===== config.mk =====
export PLATFORM = sky130hd
export DESIGN_NAME = ps2_device_tx
export DESIGN_NICKNAME = d
export VERILOG_FILES = /design/src/rtl/ps2_pkg.sv /design/src/rtl/sync_2ff.sv /design/src/rtl/ps2_device_tx.sv
export SDC_FILE = /design/constraint.sdc
export NUM_CORES = 1
export LEC_CHECK = 0
export ABC_AREA = 1
export BUFFER_PORTS_ARGS = -buffer_cell sky130_fd_sc_hd__buf_4
export CAP_MARGIN = 20
export CORE_ASPECT_RATIO = 0.5
export CORE_MARGIN = 2
export CORE_UTILIZATION = 59
export CTS_CLUSTER_SIZE = 8
export DETAILED_ROUTE_END_ITERATION = 10
export PLACE_DENSITY = 0.76
export SYNTH_ARGS = -nofsm -noshare
export SYNTH_HDL_FRONTEND = slang
export SYNTH_SLANG_ARGS = --single-unit
export TNS_END_PERCENT = 10

===== constraint.sdc =====
create_clock -name clk -period 2.1 [get_ports clk]
set_input_delay 0.105 -clock clk [delete_from_list [all_inputs] [get_ports clk]]
set_output_delay 0.105 -clock clk [all_outputs]
set_load 0.1 [all_outputs]

===== src/rtl/ps2_pkg.sv =====
// ps2_pkg: shared state encoding, frame layout and frame builder for the PS/2 device transmitter
package ps2_pkg;

    typedef enum logic [2:0] {IDLE, WAIT_BUS, BIT_HIGH, BIT_LOW, END} ps2_state_e;

    localparam int PS2_FRAME_BITS = 11;
    localparam int START_POS      = 0;
    localparam int PARITY_POS     = 9;
    localparam int STOP_POS       = 10;

    // Frame is shifted out LSB first: start(0), data[7:0], odd parity, stop(1).
    function automatic logic [PS2_FRAME_BITS-1:0] ps2_frame(input logic [7:0] d);
        logic [PS2_FRAME_BITS-1:0] f;
        f             = '0;
        f[START_POS]  = 1'b0;
        f[8:1]        = d;
        f[PARITY_POS] = ~^d;
        f[STOP_POS]   = 1'b1;
        return f;
    endfunction

endpackage


===== src/rtl/sync_2ff.sv =====
// sync_2ff: two-flop synchronizer for one asynchronous line input
//   clk, rst_n : clock and async active-low reset
//   d_i        : asynchronous input
//   q_o        : synchronized output (2-cycle latency), resets to RST_VAL
module sync_2ff #(
    parameter logic RST_VAL = 1'b1
) (
    input  logic clk,
    input  logic rst_n,
    input  logic d_i,
    output logic q_o
);

    logic meta_q, sync_q;

    always_ff @(posedge clk or negedge rst_n) begin
        if (!rst_n) begin
            meta_q <= RST_VAL;
            sync_q <= RST_VAL;
        end else begin
            meta_q <= d_i;
            sync_q <= meta_q;
        end
    end

    assign q_o = sync_q;

endmodule


===== src/rtl/ps2_device_tx.sv =====
// ps2_device_tx: device-side PS/2 transmitter driving open-drain clock/data, one byte per frame
//   clk, rst_n               : clock, async active-low reset
//   tx_valid, tx_data        : byte offer; accepted when tx_valid & tx_ready
//   tx_ready                 : high when no byte is held
//   ps2_clk_in, ps2_data_in  : sensed line levels (asynchronous)
//   ps2_clk_oe, ps2_data_oe  : 1 pulls the line low, 0 releases it
//   busy                     : byte held (waiting for bus or transmitting)
//   tx_done, tx_abort        : one-cycle pulses, frame completed / aborted by host inhibit
//   host_rts                 : idle with clock high and data low (host request-to-send)
module ps2_device_tx
    import ps2_pkg::*;
#(
    parameter int unsigned HALF_PER  = 2500,
    parameter int unsigned IDLE_HOLD = 3750
) (
    input  logic       clk,
    input  logic       rst_n,
    input  logic       tx_valid,
    input  logic [7:0] tx_data,
    output logic       tx_ready,
    input  logic       ps2_clk_in,
    input  logic       ps2_data_in,
    output logic       ps2_clk_oe,
    output logic       ps2_data_oe,
    output logic       busy,
    output logic       tx_done,
    output logic       tx_abort,
    output logic       host_rts
);

    localparam int unsigned CMAX = (HALF_PER > IDLE_HOLD) ? HALF_PER : IDLE_HOLD;
    localparam int CW = $clog2(CMAX + 1);

    ps2_state_e                state_q;
    logic [CW-1:0]             cnt_q;
    logic [3:0]                idx_q;
    logic [PS2_FRAME_BITS-1:0] frame_q;
    logic                      clk_oe_q, data_oe_q, busy_q, done_q, abort_q;
    logic                      clk_s, data_s, half_last;

    sync_2ff u_sync_clk  (.clk(clk), .rst_n(rst_n), .d_i(ps2_clk_in),  .q_o(clk_s));
    sync_2ff u_sync_data (.clk(clk), .rst_n(rst_n), .d_i(ps2_data_in), .q_o(data_s));

    assign half_last = cnt_q == CW'(HALF_PER - 1);

    always_ff @(posedge clk or negedge rst_n) begin
        if (!rst_n) begin
            state_q   <= IDLE;
            cnt_q     <= '0;
            idx_q     <= '0;
            frame_q   <= '0;
            clk_oe_q  <= 1'b0;
            data_oe_q <= 1'b0;
            busy_q    <= 1'b0;
            done_q    <= 1'b0;
            abort_q   <= 1'b0;
        end else begin
            done_q  <= 1'b0;
            abort_q <= 1'b0;
            // busy drops one cycle after the done pulse so tx_ready follows tx_done
            if (done_q)
                busy_q <= 1'b0;
            case (state_q)
                IDLE: begin
                    if (tx_valid && !busy_q) begin
                        frame_q <= ps2_frame(tx_data);
                        busy_q  <= 1'b1;
                        cnt_q   <= '0;
                        state_q <= WAIT_BUS;
                    end
                end
                WAIT_BUS: begin
                    if (clk_s && data_s) begin
                        if (cnt_q == CW'(IDLE_HOLD - 1)) begin
                            cnt_q     <= '0;
                            idx_q     <= '0;
                            clk_oe_q  <= 1'b0;
                            data_oe_q <= ~frame_q[START_POS];
                            state_q   <= BIT_HIGH;
                        end else begin
                            cnt_q <= cnt_q + 1'b1;
                        end
                    end else begin
                        cnt_q <= '0;
                    end
                end
                BIT_HIGH: begin
                    if (half_last) begin
                        cnt_q <= '0;
                        // clock released by us yet sensed low: host is inhibiting (stop bit exempt)
                        if (idx_q <= 4'd9 && !clk_s) begin
                            clk_oe_q  <= 1'b0;
                            data_oe_q <= 1'b0;
                            abort_q   <= 1'b1;
                            state_q   <= WAIT_BUS;
                        end else begin
                            clk_oe_q <= 1'b1;
                            state_q  <= BIT_LOW;
                        end
                    end else begin
                        cnt_q <= cnt_q + 1'b1;
                    end
                end
                BIT_LOW: begin
                    if (half_last) begin
                        cnt_q    <= '0;
                        clk_oe_q <= 1'b0;
                        if (idx_q == 4'(STOP_POS)) begin
                            data_oe_q <= 1'b0;
                            state_q   <= END;
                        end else begin
                            idx_q     <= idx_q + 4'd1;
                            data_oe_q <= ~frame_q[idx_q + 4'd1];
                            state_q   <= BIT_HIGH;
                        end
                    end else begin
                        cnt_q <= cnt_q + 1'b1;
                    end
                end
                END: begin
                    if (half_last) begin
                        cnt_q   <= '0;
                        done_q  <= 1'b1;
                        state_q <= IDLE;
                    end else begin
                        cnt_q <= cnt_q + 1'b1;
                    end
                end
                default: state_q <= IDLE;
            endcase
        end
    end

    assign tx_ready    = ~busy_q;
    assign busy        = busy_q;
    assign ps2_clk_oe  = clk_oe_q;
    assign ps2_data_oe = data_oe_q;
    assign tx_done     = done_q;
    assign tx_abort    = abort_q;
    assign host_rts    = (state_q == IDLE) & clk_s & ~data_s;

endmodule


==> results of run 1 <==
routing by layer:
metal | wire [microns] | share of wire, % | vias to the layer above | track usage, %
li1 | - | - | 1004 | -
met1 | 2270 | 48 | 933 | 29.0
met2 | 2160 | 45 | 47 | 41.2
met3 | 230 | 4.8 | 13 | 6.65
met4 | 99 | 2.1 | 0 | 11.6
met5 | 0 | 0 | - | 0
sequential cells by signal, indices dropped and copies added, names as in the netlist, 3 cells and up:
| register | flops |
|---|---|
| frame_q | 10 |
| state_q | 3 |
| cnt_q | 12 |
| idx_q | 4 |
metrics by stage:
step / utilization [%] / setup WS, ps / cell area, sq um
floorplan: - / 39.7 / 2310
global placement: 70.4 / 524 / 2520
detailed placement: 70.4 / 443 / 2520
CTS: 74.3 / 424 / 2660
global route: 74.3 / 292 / 2660
finish: 74.3 / 442 / 2660
path summary, 6_finish.rpt:
path	depth (start not counted)	slack [ps]	start	to
worst min-delay path	3	30	tx_data[0]	frame_q[1]$_DFFE_PN0P_
min in group asynchronous	2	300	rst_n	frame_q[5]$_DFFE_PN0P_
worst max-delay path	10	440	idx_q[0]$_DFFE_PN0P_	ps2_data_oe$_DFFE_PN0P_
max in group asynchronous	2	1410	rst_n	busy$_DFF_PN0_
worst min register to register	0	360	u_sync_data.meta_q$_DFF_PN1_	u_sync_data.q_o$_DFF_PN1_
worst max register to register	10	440	idx_q[0]$_DFFE_PN0P_	ps2_data_oe$_DFFE_PN0P_
cells in the mapped netlist, types with 2 or more instances:
master   number
ha_1          6
nand2_1      95
nor2_1       30
dfstp_2       4
xor2_1        4
inv_2        12
nand4_1       6
a21oi_1       4
nor3_1        4
o21ai_1       8
nand2_2       4
o21ai_0       4
inv_1        30
nor2_2        8
nor3_2        4
dfrtp_1      34
xnor2_1       6
nand3_1      23
o22ai_1       2
nand2_4       4
nand3_2       2
buf_2         2
power by group through the flow:
stage               registers [mW]  logic [mW]  clock network [mW]
floorplan                    0.754      0.0303                   0
global placement             0.754      0.0676                   0
detailed placement           0.754      0.0700                   0
CTS                          0.740      0.0749               0.625
global route                 0.740      0.0830               0.651
finish                       0.740      0.0744               0.615
tightest hold or removal path, delay by kind of cell:
family	cells	cell delay, ps
buffers and inverters	1	90
AND/OR/NAND/NOR	2	90
layout make-up:
| class | instances | area (sq um) | share of cell area (%) |
|---|---|---|---|
| multi-input cells | 221 | 1170 | 43.9 |
| flip-flops and latches | 38 | 960 | 36.0 |
| repair buffers | 24 | 188 | 7.05 |
| inverters | 43 | 173 | 6.48 |
| clock buffers | 5 | 68.8 | 2.58 |
| well taps | 51 | 63.8 | 2.40 |
| clock inverters | 3 | 40.0 | 1.50 |
cell families after synthesis:
family	count (synthesis)	share of synthesized area (%)
AOI/OAI and AO/OA	20	5.17
xor gates and xnor gates	10	3.81
adders and majority gates	6	3.26
buffers and inverters	45	7.78
DFF	38	41.6
and+or+nand+nor	185	38.4
layout by cell type (no fill, tap or decap), types with 3 or more instances in the layout:
master	instances
ha_1	6
nand2_2	4
dlygate4sd3_1	3
inv_2	12
o21ai_1	8
inv_1	29
xor2_1	4
nor2_2	8
nor3_1	3
o21ai_0	4
nand2_4	4
buf_4	21
nor2_1	30
dfrtp_1	33
nand3_1	23
dfstp_2	4
clkbuf_8	5
a21oi_1	4
nand2_1	95
xnor2_1	6
nor3_2	5
nand4_1	6
timing repair:
action | in CTS | in global routing
hold buffers | 3 | 0
setup endpoints to repair | 0 | 0
endpoints found under the hold margin | 36 | 0
==> reports/results.ini, run 1 <==
[global_routing]
first_global_vias = 1817
grt_max_degree = 39
grtUsageTotal_pct = 23.7
antenna_found_initial = 0
grt-ovfl-total = 0
grt_pass1_wl_microns = 7960

[critical_path]
cp_max_fo = 10
slowest_stage = dfrtp_1
worst-path-buf-inv = 1
crit_family = simple AND/OR/NAND/NOR gates
critical_path.max_stage_delay_ps = 380
crit_path_frequent_cell = nand2_1
required_ps = 2290
cp-end-kind = flop
arrival_ps = 1850
crit_chain = buf_4 -> ha_1 -> o21ai_0 -> nand2_1 -> nand2_1 -> nand2_1 -> nand3_1 -> nor2_1 -> nand2_1 -> nand2_1
critPathLaunchType = flop
criticalPathCategory = reg -> reg

[routing]
vias_per_cell = 5.19
wl_per_cell_microns = 12.4
initialDrtViolationCount = 106
ant_nets = 0
drt-pass1-iter-count = 4
routed_wl_microns = 4770
vias = 1997
drcViolationCount = 0

[pwr]
intPower_mw = 1.12
p_sw_share_pct = 21.6
p_switching_mw = 0.308
finalPower_mw = 1.43
leakage_nw = 1.35
p_per_area_nw_per_um2 = 537
seqPwrFrac_pct = 51.8
irDropWorstVdd_mv = 0.456
p_clk_share_pct = 43.0
pwr-share-comb_pct = 5.2

[final_layout]
diodes = 0
stdcell_count = 385
drive_gt1_share_pct = 23.1
fillers = 280
num-nets-final = 352
area_growth_pct = 15.8

[outcome]
status = finished clean

[clocking]
htreeDepth = 2
clk_latency_ps = 300
cts_tree = yes
postCtsSetupBuffers = 0
ctsRootBufferMaster = clkbuf_8
ctsResizeCount = 0
cts_buffers = 5
clock_sinks = 38
clk_pin_slew_ps = 70
cts_buffer_depth = 2

[sta]
max_freq_mhz = 603
setup_tns_ps = 0
fin_crit_ps = 1660
hold_violations = 0
tightest_slew_ps = 490
setup_viol_count_final = 0
fin_skew_ps = 3.73
drv_slew = 0
relSlewSlack_pct = 67.4
rsz0062_at_grt = false
fin_hold_ws_ps = 28.0
fin_crit_sh_pct = 79.0

[floorplan]
dieArea_sq_um = 4440
rows = 15
core_area_sq_um = 3580
fp.dieH_microns = 48.1
initial_utilization_pct = 64.2
die_x_microns = 92.3
io_pins = 20

[logic_synthesis]
ys_seq_elements = 38
avgSynthCellArea_sq_um = 7.56
ys_seq_area_share_pct = 41.6
syn_area_sq_um = 2300
ys_warn_count = 0
yosysTopAreaCell = dfrtp_1
synthTopCellsByArea = dfrtp_1 37%, nand2_1 16%, nand3_1 5.0%
ys_types = 30
synth_edf_count = 0
synth_nets = 323
syn_inst = 304
synth_top_area_share_pct = 37.0
synth_flop_cell = dfrtp_1
ys_async_sr_fraction_pct = 100

[place]
dp_hpwl_microns = 3540
port_buffers = 19
dp_cells = 374
place_congestion = 0.883

[job]
maxCapViolations = 0

[min_path]
hold_class = in -> reg

(Power assumes the default switching activity.)
==> run 2: changes to the inputs <==
Clock period 2.1 ns to 1.57 ns, I/O delays scaled along.
==> run 2 against run 1 <==
  * Clock power is 15% higher
  * Clock skew is 5.8 ps higher
  * Combinational power is 44% higher
  * Register-to-register slack worse by 410 ps
  * Routed wire length is 5.5% higher
  * Power is 26% higher
  * Sequential share of layout area is 2.2 points lower
  * Critical path depth is 5 lower
==> reports/results.ini, run 2 (synthesis gave the netlist of run 1 again) <==
[global_routing]
grt-ovfl-total = 0
grt_pass1_wl_microns = 8140
antenna_found_initial = 0
first_global_vias = 1838
grtUsageTotal_pct = 24.5
grt_max_degree = 39

[clocking]
clk_pin_slew_ps = 80
htreeDepth = 2
cts_buffers = 5
clk_latency_ps = 300
clock_sinks = 38
cts_buffer_depth = 2
ctsRootBufferMaster = clkbuf_8
cts_tree = yes

[critical_path]
startpoint = state_q[1]$_DFFE_PN0P_
required_ps = 1490
critPathLaunchType = flop
cp-end-kind = output pin
arrival_ps = 1480
r2r_end = ps2_data_oe$_DFFE_PN0P_
r2r_setup_slack_ps = 30
critical_path.endpoint = host_rts
r2r_start = idx_q[0]$_DFFE_PN0P_
cp_max_fo = 3
criticalPathCategory = reg -> out
reg2reg_depth = 10

[floorplan]
io_pins = 20
dieArea_sq_um = 4440
fp.dieH_microns = 48.1
rows = 15
die_x_microns = 92.3
core_area_sq_um = 3580
initial_utilization_pct = 64.2

[sta]
fin_skew_ps = 9.58
setup_tns_ps = 0
setup_viol_count_final = 0
fin_crit_ps = 1550
drv_slew = 0
timing.final.ws_setup_ps = 15.9
max_freq_mhz = 643
fin_hold_ws_ps = 0.960
relSlewSlack_pct = 67.8
fin_crit_sh_pct = 99.0
tightest_slew_ps = 482
rsz0062_at_grt = true
hold_violations = 0

[routing]
drcViolationCount = 0
vias_per_cell = 5.23
vias = 2062
drt-pass1-iter-count = 4
wl_per_cell_microns = 12.8
ant_nets = 0
routed_wl_microns = 5030
initialDrtViolationCount = 111

[place]
dp_hpwl_microns = 3620
place_area_sq_um = 2560
port_buffers = 19
dp_cells = 378
pre_cts_ws_ps = 3.00
place_congestion = 0.958

[final_layout]
final_common_cell = nand2_1
num-nets-final = 361
diodes = 0
register_area_sq_um = 962
fillers = 251
largest_register = cnt_q
design_area_sq_um = 2850
multi_input_area_sq_um = 1270
largest_reg_flops = 12
reg.largest.list = cnt_q (12), frame_q (10), idx_q (4)
final_cell_mix = 87 x nand2_1, 31 x dfrtp_1, 27 x buf_4
area_growth_pct = 23.7
final_core_util_pct = 79.4
stdcell_count = 394
drive_gt1_share_pct = 31.8

[min_path]
hold_class = in -> reg

[pwr]
finalPower_mw = 1.81
leakage_nw = 1.40
p_per_area_nw_per_um2 = 635
irDropWorstVdd_mv = 0.529

[job]
maxCapViolations = 0

[outcome]
status = finished clean

run 2: changes by cell type in the layout (fill, tap and decap cells not counted), moves of 3 or more:
cell	change
ha_1	-3
nand2_1	-8
inv_2	+4
nand2_2	+6
buf_4	+6
inv_1	-4
nor2_1	-4
run 2: area by class of cell:
cell class / instances / area share (%)
multi-input cells: 221 / 44.8
flip-flops and latches: 38 / 33.8
repair buffers: 33 / 9.67
inverters: 43 / 6.24
clock buffers: 7 / 3.03
well taps: 51 / 2.24
clock inverters: 1 / 0.176
run 2: metal layers:
| layer | share of wire (%) | GRT usage (%) | wire, microns |
|---|---|---|---|
| met1 | 44 | 31.0 | 2220 |
| met2 | 48 | 44.1 | 2400 |
| met3 | 6.3 | 6.03 | 319 |
| met4 | 1.8 | 7.46 | 93 |
| met5 | 0 | 0 | 0 |
run 2: what timing repair did:
item	in CTS	in global routing
gates resized for setup	5	32
endpoints found under the hold margin	36	0
setup endpoints to repair	4	18
hold buffers	3	0
pin swaps	0	13
buffers inserted	1	4
run 2: worst min path at each step:
stage | depth (start not counted) | slack (ps) | start | to
6_report | 3 | 1 | tx_data[3] | frame_q[4]$_DFFE_PN0P_
5_1_grt | 3 | 10 | tx_data[0] | frame_q[1]$_DFFE_PN0P_
4_1_cts | 3 | 3 | tx_data[3] | frame_q[4]$_DFFE_PN0P_
3_5_place_dp | 1 | 80 | rst_n | frame_q[6]$_DFFE_PN0P_
3_3_place_gp | 1 | 70 | rst_n | frame_q[4]$_DFFE_PN0P_
2_1_floorplan | 0 | -220 | rst_n | cnt_q[0]$_DFFE_PN0P_
run 2: critical path, stage by stage (launching register included):
cell,delay [ps]
dfrtp_1,430
nor2_4,160
buf_6,120
nand2_4,60
nor3_4,220
buf_12,200
run 2: where the power goes:
part           switching (mW)  internal (mW)  total (mW)
Clock                   0.355          0.355       0.709
Sequential            0.00294          0.988       0.990
Combinational          0.0584         0.0485       0.107
